File: src/rtl/fmps_pkg.sv
// Shared constants for the FMPS read-link sequencer: status codes and the
// default index width of the DPRAM.
package fmps_pkg;

    localparam int FMPS_INDEX_WIDTH = 5;

    localparam logic [1:0] FMPS_STATUS_OK      = 2'd0;
    localparam logic [1:0] FMPS_STATUS_TIMEOUT = 2'd1;
    localparam logic [1:0] FMPS_STATUS_OVERRUN = 2'd2;
    localparam logic [1:0] FMPS_STATUS_EMPTY   = 2'd3;

endpackage

File: src/rtl/fmps_readout_sequencer.sv
// Per-FA-cycle readout of the FMPS read-link DPRAM: wait for packets or a
// timeout, then stream every flagged slot as one AXI-Stream packet.
module fmps_readout_sequencer
    import fmps_pkg::*;
#(
    parameter int INDEX_WIDTH   = FMPS_INDEX_WIDTH,
    parameter int TIMEOUT_WIDTH = 16
) (
    input  logic                     sysClk,
    input  logic                     sysReset_n,
    input  logic                     enable,
    input  logic [INDEX_WIDTH:0]     expectedCount,
    input  logic [TIMEOUT_WIDTH-1:0] timeoutLimit,
    input  logic                     cycleStrobe,
    input  logic [(1<<INDEX_WIDTH)-1:0] fmpsBitmap,
    input  logic [INDEX_WIDTH:0]     fmpsCounter,
    output logic [INDEX_WIDTH-1:0]   readoutAddress,
    input  logic [31:0]              readoutFMPS,
    output logic [31:0]              M_TDATA,
    output logic                     M_TVALID,
    output logic                     M_TLAST,
    input  logic                     M_TREADY,
    output logic                     busy,
    output logic                     statusStrobe,
    output logic [1:0]               statusCode,
    output logic [7:0]               overrunCount,
    output logic [2:0]               debugState
);

    localparam int SLOTS = 1 << INDEX_WIDTH;

    typedef enum logic [2:0] {
        ST_IDLE, ST_WAIT, ST_SCAN, ST_SETTLE, ST_EMIT, ST_DONE
    } state_t;

    state_t                   state, stateNext;
    logic [TIMEOUT_WIDTH-1:0] timer;
    logic [SLOTS-1:0]         snapshot;
    logic [SLOTS-1:0]         upperBits;
    logic                     timedOut, pending, overrunSeen, beatSeen;
    logic                     countMet;

    assign countMet   = (fmpsCounter >= expectedCount) && (expectedCount != '0);
    assign upperBits  = snapshot >> readoutAddress;
    assign busy       = (state != ST_IDLE);
    assign debugState = state;

    always_ff @(posedge sysClk or negedge sysReset_n) begin
        if (!sysReset_n) state <= ST_IDLE;
        else             state <= stateNext;
    end

    always_comb begin
        stateNext = state;
        case (state)
            ST_IDLE:   if (enable && (cycleStrobe || pending)) stateNext = ST_WAIT;
            ST_WAIT:   if (countMet || (timer == timeoutLimit)) stateNext = ST_SCAN;
            ST_SCAN: begin
                if (snapshot[readoutAddress]) stateNext = ST_SETTLE;
                else if (&readoutAddress)     stateNext = ST_DONE;
            end
            ST_SETTLE: stateNext = ST_EMIT;
            ST_EMIT:   if (M_TREADY) stateNext = M_TLAST ? ST_DONE : ST_SCAN;
            ST_DONE:   stateNext = ST_IDLE;
            default:   stateNext = ST_IDLE;
        endcase
    end

    // Stream handshake: M_TDATA/M_TLAST/M_TVALID are registered and held
    // unchanged until a cycle with M_TVALID && M_TREADY; the beat transfers
    // on that clock edge and M_TVALID drops on the same edge.
    always_ff @(posedge sysClk or negedge sysReset_n) begin
        if (!sysReset_n) begin
            readoutAddress <= '0;
            M_TDATA        <= '0;
            M_TVALID       <= 1'b0;
            M_TLAST        <= 1'b0;
            statusStrobe   <= 1'b0;
            statusCode     <= FMPS_STATUS_OK;
            overrunCount   <= '0;
            timer          <= '0;
            snapshot       <= '0;
            timedOut       <= 1'b0;
            pending        <= 1'b0;
            overrunSeen    <= 1'b0;
            beatSeen       <= 1'b0;
        end else begin
            statusStrobe <= 1'b0;
            if (cycleStrobe && (state != ST_IDLE)) begin
                pending     <= 1'b1;
                overrunSeen <= 1'b1;
                if (overrunCount != 8'hFF) overrunCount <= overrunCount + 8'd1;
            end
            case (state)
                ST_IDLE: begin
                    if (stateNext == ST_WAIT) begin
                        timer       <= '0;
                        timedOut    <= 1'b0;
                        pending     <= 1'b0;
                        overrunSeen <= 1'b0;
                        beatSeen    <= 1'b0;
                    end
                end
                ST_WAIT: begin
                    timer <= timer + TIMEOUT_WIDTH'(1);
                    if (stateNext == ST_SCAN) begin
                        snapshot       <= fmpsBitmap;
                        readoutAddress <= '0;
                        timedOut       <= !countMet;
                    end
                end
                ST_SCAN: begin
                    if (!snapshot[readoutAddress] && !(&readoutAddress))
                        readoutAddress <= readoutAddress + INDEX_WIDTH'(1);
                end
                ST_SETTLE: begin
                    // DPRAM data for the address presented in ST_SCAN is valid now.
                    M_TDATA  <= readoutFMPS;
                    M_TVALID <= 1'b1;
                    M_TLAST  <= (upperBits[SLOTS-1:1] == '0);
                    beatSeen <= 1'b1;
                end
                ST_EMIT: begin
                    if (M_TREADY) begin
                        M_TVALID <= 1'b0;
                        if (!M_TLAST) readoutAddress <= readoutAddress + INDEX_WIDTH'(1);
                    end
                end
                ST_DONE: begin
                    statusStrobe <= 1'b1;
                    if (overrunSeen || cycleStrobe) statusCode <= FMPS_STATUS_OVERRUN;
                    else if (timedOut)              statusCode <= FMPS_STATUS_TIMEOUT;
                    else if (!beatSeen)             statusCode <= FMPS_STATUS_EMPTY;
                    else                            statusCode <= FMPS_STATUS_OK;
                end
                default: ;
            endcase
        end
    end

endmodule

File: config.mk
export PLATFORM = sky130hd
export DESIGN_NAME = fmps_readout_sequencer
export DESIGN_NICKNAME = d
export VERILOG_FILES = /design/src/rtl/fmps_pkg.sv /design/src/rtl/fmps_readout_sequencer.sv
export SDC_FILE = /design/constraint.sdc
export NUM_CORES = 1
export LEC_CHECK = 0
export ABC_AREA = 0
export BUFFER_PORTS_ARGS = -buffer_cell sky130_fd_sc_hd__buf_2
export CAP_MARGIN = 20
export CORE_UTILIZATION = 48
export CTS_CLUSTER_DIAMETER = 120
export DETAILED_ROUTE_END_ITERATION = 12
export PLACE_DENSITY = 0.77
export SYNTH_ARGS = -nofsm -noshare
export SYNTH_HDL_FRONTEND = slang
export SYNTH_SLANG_ARGS = --single-unit
File: constraint.sdc
create_clock -name sysClk -period 1.88 [get_ports sysClk]
set_input_delay 0 -clock sysClk [delete_from_list [all_inputs] [get_ports sysClk]]
set_output_delay 0 -clock sysClk [all_outputs]
set_load 0.005 [all_outputs]
==> results of run 1 <==
-- path summary, 6_finish.rpt --
check / slack (ns) / from / cells past startpoint / to
min in group asynchronous: 0.20 / sysReset_n / 2 / beatSeen$_DFFE_PN0P_
setup / recovery: -0.54 / readoutAddress[1]$_DFFE_PN0P_ / 9 / M_TLAST$_DFFE_PN0P_
hold reg to reg: 0.48 / M_TVALID$_DFFE_PN0P_ / 2 / M_TVALID$_DFFE_PN0P_
max in group asynchronous: 0.93 / sysReset_n / 3 / readoutAddress[2]$_DFFE_PN0P_
hold / removal: 0.01 / enable / 4 / pending$_DFF_PN0_
setup reg to reg: -0.54 / readoutAddress[1]$_DFFE_PN0P_ / 9 / M_TLAST$_DFFE_PN0P_
-- metrics by stage --
stage / hold WS, ns / instances / power [mW]
2_1_floorplan: -0.296 / 503 / 6.83
3_3_place_gp: 0.0178 / 845 / 8.66
3_5_place_dp: 0.0261 / 845 / 8.93
4_1_cts: 0.0145 / 934 / 11.2
5_1_grt: 0.0461 / 938 / 12.1
6_report: 0.0132 / 938 / 11.5
-- logic make-up after synthesis --
group           synth area share [%]
xor+xnor                        4.28
compound gates                  10.8
mux                             18.8
fa+ha+maj                       2.26
simple gates                    12.9
flops                           47.6
buf+inv                         3.44
-- flip-flops by register name, summed over array words and instances, names as in the netlist --
signal          cells
M_TDATA            32
snapshot           32
timer              16
overrunCount        8
readoutAddress      5
debugState          3
statusCode          2
M_TLAST             1
M_TVALID            1
beatSeen            1
overrunSeen         1
pending             1
statusStrobe        1
timedOut            1
-- area by class of cell --
type,count,area [um2]
Clock buffer,10,229
Clock inverter,6,72.6
Fill cell,718,2740
Inverter,15,56.3
Multi-Input combinational cell,356,2890
Sequential cell,105,2630
Tap cell,140,175
Timing Repair Buffer,306,2250
-- Yosys cell counts, types with 3 or more instances --
cell type  count
dfrtp_1      105
mux2_2        70
o21ai_0       41
nand2_1       32
nor2_1        30
xor2_1        20
a21oi_1       17
inv_1         15
clkbuf_1      14
nand3_1       12
ha_1          10
nor3_1        10
a31oi_1        8
buf_2          8
nand4_1        8
and3_1         7
mux4_2         7
nor4_1         7
xnor2_1        7
or3_1          6
mux2i_1        5
nand2b_1       5
nor2b_1        5
o31ai_1        5
a22o_1         4
o211ai_1       4
and4_1         3
nor3b_1        3
o22ai_1        3
or4_1          3
-- routing by layer --
layer | global-route usage [%] | share of wire, % | routed length, um | up-vias
met3 | 3.97 | 5.0 | 810 | 36
met2 | 51.3 | 53 | 8670 | 192
met1 | 32.6 | 39 | 6400 | 2529
li1 | - | - | - | 2415
met4 | 12.5 | 2.7 | 440 | 0
met5 | 0 | 0 | 0 | -
-- critical path, cell delays in order, from the launching register on --
cell and delay (ns):
dfrtp_1 0.40, buf_6 0.14, mux2_4 0.29, or3_1 0.36
a221oi_2 0.31, buf_4 0.17, a21oi_1 0.08, nor4_1 0.21
a211oi_1 0.08, o31ai_1 0.29
-- power by group --
part / internal (mW) / switching (mW)
clock: 1.05 / 0.877
combinational: 3.18 / 2.45
sequential: 3.19 / 0.743
total: 7.43 / 4.07
-- what timing repair did --
item / in CTS / in global routing
setup endpoints to repair: 42 / 45
hold endpoints to repair: 109 / 0
pin swaps: 4 / 8
buffers inserted: 5 / 4
hold buffers: 66 / 0
gates resized for setup: 15 / 17
cloned: 2 / 2
==> summary.md, run 1 <==
| Metric | Value |
|---|---|
| Seq/Total Area, Yosys | `47.6%` |
| Startpoint Class | `flip-flop` |
| IO Port Bufs | `150` |
| Die Y-Extent | `109 um` |
| ANT cells | `0` |
| Cell Area, Placed | `7060 um2` |
| Outcome | `finished, violations left` |
| Max-cap violations | `0` |
| Setup WS pre-CTS | `-0.360 ns` |
| Yosys warning count | `0` |
| Nets | `900` |
| Top-area cell type share of the netlist area | `47.6%` |
| Ranking of synthesized cells by area | `dfrtp_1 (48%), mux2_2 (14%), o21ai_0 (3.7%), xor2_1 (3.2%), mux4_2 (2.9%)` |
| Most frequent cells in the layout | `buf_2 (149), dfrtp_1 (105), buf_4 (77), dlygate4sd3_1 (66), mux2_2 (39)` |
| Via/cell ratio | `5.51` |
| All-Layer GR Usage | `28.0%` |
| CP Max Fanout | `5` |
| Leakage power | `3.95 nW` |
| Commonest non-fill, non-tap cell in the layout | `buf_2` |
| H-tree depth | `3` |
| Worst setup margin | `-0.542 ns` |
| CTS tree | `yes` |
| Post-DP HPWL | `10600 um` |
| Peak VDD IR | `0.940 mV` |
| Routed Antenna Nets | `0` |
| Post-route cell area | `8290 um2` |
| CP required | `2.11 ns` |
| Yosys reg bits | `105` |
| Cells after synthesis | `503` |
| Clock Tree Root | `clkbuf_16` |
| Slew margin rel. | `58.8%` |
| Critical path class | `reg2reg` |
| Fin. max-slew vios | `0` |
| Final core area utilization | `75.2%` |
| Clock transition at the registers of the reported paths | `0.08 ns` |
| Crit end category | `flip-flop` |
| Total CTS buffers | `9` |
| Fraction of registers with async set/reset | `100%` |
| Synthesized area | `5530 um2` |
| Final TNS setup | `-10.51 ns` |
| First DRT Iteration DRCs | `301` |
| Syn nets | `610` |
| Die area | `11900 um2` |
| Yosys cell types | `52` |
| Tcrit/Tclk final | `129%` |
| Layout area overhead | `50.1%` |
| Final Hold Viols | `0` |
| Final Wtd Congestion | `0.848` |
| Worst Path Arrival | `2.66 ns` |
| Drt wl/cell | `17.4 um` |
| Ports | `151` |
| Global-route wire length before repair | `25700 um` |
| First drt pass iteration count | `4` |
| Routed WL | `16300 um` |
| Antenna violations before repair | `0` |
| Die width | `109 um` |
| Clock Skews | `0.0111 ns` |
| CTS max path bufs | `2` |
| Skew-Pair Late Insertion Delay | `0.35 ns` |
| Worst Tran Pin Value | `0.616 ns` |
| Min Clock Period, post-route | `2.42 ns` |
| Power Dens Cells | `1390 nW/um2` |
| Violated checks | `setup timing` |
| Ys flop type | `dfrtp_1` |
| Via count | `5172` |
| Overflow after GRT | `0` |
| Core Box Area | `11000 um2` |
| Vias in the first global route | `5505` |
| DRC | `0` |
| Worst hold path type | `in2reg` |
| Syn_area_per_cell | `11.0 um2` |
| Largest net degree at the start of global routing | `64` |
| Fraction of layout cells with a size suffix above 1 | `43.9%` |
| Maximum clock rate | `413 MHz` |
| RSZ-0062 raised after global routing | `yes` |
| Initial Util | `50.1%` |
| Row cnt | `38` |
| Synth area leader | `dfrtp_1` |
| Number of flops mapped to enable cells by yosys | `0` |
| CTS Sinks | `105` |
| Setup violators final | `41` |
Power figures use the tool's default switching activity.
==> inputs of run 2 (changes only) <==
--- a/config.mk
+++ b/config.mk
@@ -9,9 +9,10 @@
 export BUFFER_PORTS_ARGS = -buffer_cell sky130_fd_sc_hd__buf_2
 export CAP_MARGIN = 20
 export CORE_UTILIZATION = 48
+export CTS_BUF_LIST = sky130_fd_sc_hd__clkbuf_16
 export CTS_CLUSTER_DIAMETER = 120
 export DETAILED_ROUTE_END_ITERATION = 12
-export PLACE_DENSITY = 0.77
+export PLACE_DENSITY = 0.86
 export SYNTH_ARGS = -nofsm -noshare
 export SYNTH_HDL_FRONTEND = slang
 export SYNTH_SLANG_ARGS = --single-unit
==> run 2 against run 1 <==
Against the previous run:
- the flow still finishes with violations (setup timing)
- worst hold slack improved by 0.020 ns
- wire length rose by 8.1%
- non-clock buffer count fell by 5
- clock skew fell by 0.0043 ns
- core utilization rose by 0.37 points
==> summary.md, run 2 (same netlist as run 1, synthesis figures left out) <==
| Metric | Value |
|---|---|
| Final Wtd Congestion | `0.877 (+3.5%)` |
| CTS max path bufs | `2 (unchanged)` |
| Ports | `151 (unchanged)` |
| Setup violators final | `41 (unchanged)` |
| Clock Skews | `0.00676 ns (-0.00433 ns)` |
| Fin Hold WS | `0.0328 ns (+0.0197 ns)` |
| CP required | `2.08 ns (-0.03 ns)` |
| Clock Tree Root | `clkbuf_16` |
| Total CTS buffers | `9 (unchanged)` |
| Overflow after GRT | `0 (unchanged)` |
| CTS tree | `yes` |
| Hold depth | `3 (-1)` |
| Largest net degree at the start of global routing | `66 (+3.1%)` |
| Drt wl/cell | `18.9 um (+8.7%)` |
| Core Box Area | `11000 um2 (unchanged)` |
| Final TNS setup | `-8.97 ns (+1.55 ns)` |
| Clock transition at the registers of the reported paths | `0.07 ns (about the same)` |
| Crit end category | `flip-flop` |
| First drt pass iteration count | `5 (+1)` |
| Startpoint Class | `flip-flop` |
| Via count | `5494 (+6.2%)` |
| Critical path class | `reg2reg` |
| Power Dens Cells | `1400 nW/um2 (+0.94%)` |
| Flop pwr share | `34.7% (+0.5 points)` |
| Routed Antenna Nets | `0 (unchanged)` |
| Combinational power share | `50.5% (+1.5 points)` |
| First DRT Iteration DRCs | `417 (+39%)` |
| # fillers | `667 (-7.1%)` |
| DP Cell Count | `839 (-0.71%)` |
| Maximum clock rate | `388 MHz (-6.1%)` |
| Initial Util | `50.1% (unchanged)` |
| Sw frac | `37.2% (+1.8 points)` |
| Post-DP HPWL | `10400 um (-1.3%)` |
| Worst setup margin | `-0.699 ns (-0.158 ns)` |
| Commonest non-fill, non-tap cell in the layout | `buf_2` |
| Peak VDD IR | `0.805 mV (-14%)` |
| All-Layer GR Usage | `29.0% (+0.96 points)` |
| Most frequent cells in the layout | `buf_2 (149), dfrtp_1 (103), buf_4 (69), dlygate4sd3_1 (66), mux2_2 (39)` |
| Via/cell ratio | `5.89 (+6.8%)` |
| Final core area utilization | `75.6% (+0.37 points)` |
| Max-cap violations | `0 (unchanged)` |
| Fraction of layout cells with a size suffix above 1 | `45.6% (+1.8 points)` |
| Routed WL | `17700 um (+8.1%)` |
| Worst reg-to-reg path cell count | `9 (unchanged)` |
| Vias in the first global route | `5582 (+1.4%)` |
| IO Port Bufs | `150 (unchanged)` |
| ANT cells | `0 (unchanged)` |
| Fin. max-slew vios | `0 (unchanged)` |
| Worst hold path type | `in2reg` |
| CTS Sinks | `105 (unchanged)` |
| Skew-Pair Late Insertion Delay | `0.35 ns (about the same)` |
| DRC | `0 (unchanged)` |
| Antenna violations before repair | `0 (unchanged)` |
| Row cnt | `38 (unchanged)` |
| Outcome | `finished, violations left` |
| Min Clock Period, post-route | `2.58 ns (+0.158 ns)` |
| Slew margin rel. | `54.9% (-3.9 points)` |
| Leakage power | `3.92 nW (-1.0%)` |
| RSZ-0062 raised after global routing | `yes` |
| Internal power | `7.33 mW (-1.3%)` |
| Die Y-Extent | `109 um (unchanged)` |
| Global-route wire length before repair | `26300 um (+2.2%)` |
| Die area | `11900 um2 (unchanged)` |
| Post-route total power | `11.7 mW (+1.4%)` |
| Largest registers | `M_TDATA (32), snapshot (32), timer (16)` |
| Final Hold Viols | `0 (unchanged)` |
| Finished Layout Cells | `933 (-0.53%)` |
| Worst Path Arrival | `2.78 ns (+0.12 ns)` |
| Clock network fraction of design power | `14.9% (-1.9 points)` |
| H-tree depth | `3 (unchanged)` |
| Layout area overhead | `50.8%` |
| Violated checks | `setup timing` |
| Nets | `895 (-0.56%)` |
| Tcrit/Tclk final | `137% (+8.4 points)` |
| Die width | `109 um (unchanged)` |
| NetSw | `4.34 mW (+6.5%)` |
| Worst Tran Pin Value | `0.674 ns (+0.0585 ns)` |
| CP Max Fanout | `9 (+4)` |
==> run 2: per-layer routing <==
metal | vias up | GRT usage [%] | share of wire, % | wire length [um]
li1 | 2403 | - | - | -
met4 | 0 | 14.5 | 4.7 | 832
met5 | - | 0 | 0 | 0
met3 | 89 | 6.16 | 6.2 | 1090
met1 | 2683 | 32.4 | 37 | 6510
met2 | 319 | 52.2 | 52 | 9220
==> run 2: power groups by stage <==
stage               sequential, mW  clock [mW]  combinational, mW
detailed placement            3.97           0               4.94
finish                        4.04        1.74               5.89
global route                  4.13        1.82               6.27
CTS                           3.95        1.73               5.38
floorplan                     3.87           0               2.96
global placement              3.90           0               4.71
==> run 2: what timing repair did <==
item	4_1_cts	5_1_grt
pin swaps	14	12
cloned	1	3
buffers inserted	5	3
gates resized for setup	31	33
endpoints found under the setup margin	41	50
endpoints found under the hold margin	108	0
hold buffers	66	0
==> run 2: final timing paths <==
path	from	endpoint	slack (ns)
max reg2reg	readoutAddress[0]$_DFFE_PN0P_	M_TLAST$_DFFE_PN0P_	-0.70
min	M_TREADY	debugState[2]$_DFF_PN0_	0.03
min in group asynchronous	sysReset_n	overrunCount[7]$_DFFE_PN0P_	0.17
max in group asynchronous	sysReset_n	readoutAddress[0]$_DFFE_PN0P_	0.96
max	readoutAddress[0]$_DFFE_PN0P_	M_TLAST$_DFFE_PN0P_	-0.70
min reg2reg	M_TVALID$_DFFE_PN0P_	M_TVALID$_DFFE_PN0P_	0.48
==> run 2: critical path, cell delays in order (launching register included) <==
cell and delay (ns):
dfrtp_2 0.47, buf_4 0.19, buf_4 0.18, nor3b_1 0.23, a21oi_1 0.10, o21ai_1 0.19, o311ai_2 0.19, nor4_1 0.37
a211oi_1 0.08, o31ai_1 0.41
==> run 2: final cells by class <==
cell class / count / area (um2) / share of cell area [%]
Clock buffer: 9 / 225 / 2.70
Multi-Input combinational cell: 356 / 2980 / 35.7
Clock inverter: 7 / 40.0 / 0.480
Tap cell: 140 / 175 / 2.10
Timing Repair Buffer: 301 / 2230 / 26.8
Sequential cell: 105 / 2630 / 31.6
Inverter: 15 / 56.3 / 0.676
==> run 2: stage by stage <==
stage	instance area, um2	worst slack, ns
floorplan	5670	-0.168
global placement	7030	-0.301
detailed placement	7030	-0.398
CTS	8140	-0.265
global route	8330	-0.925
finish	8330	-0.699
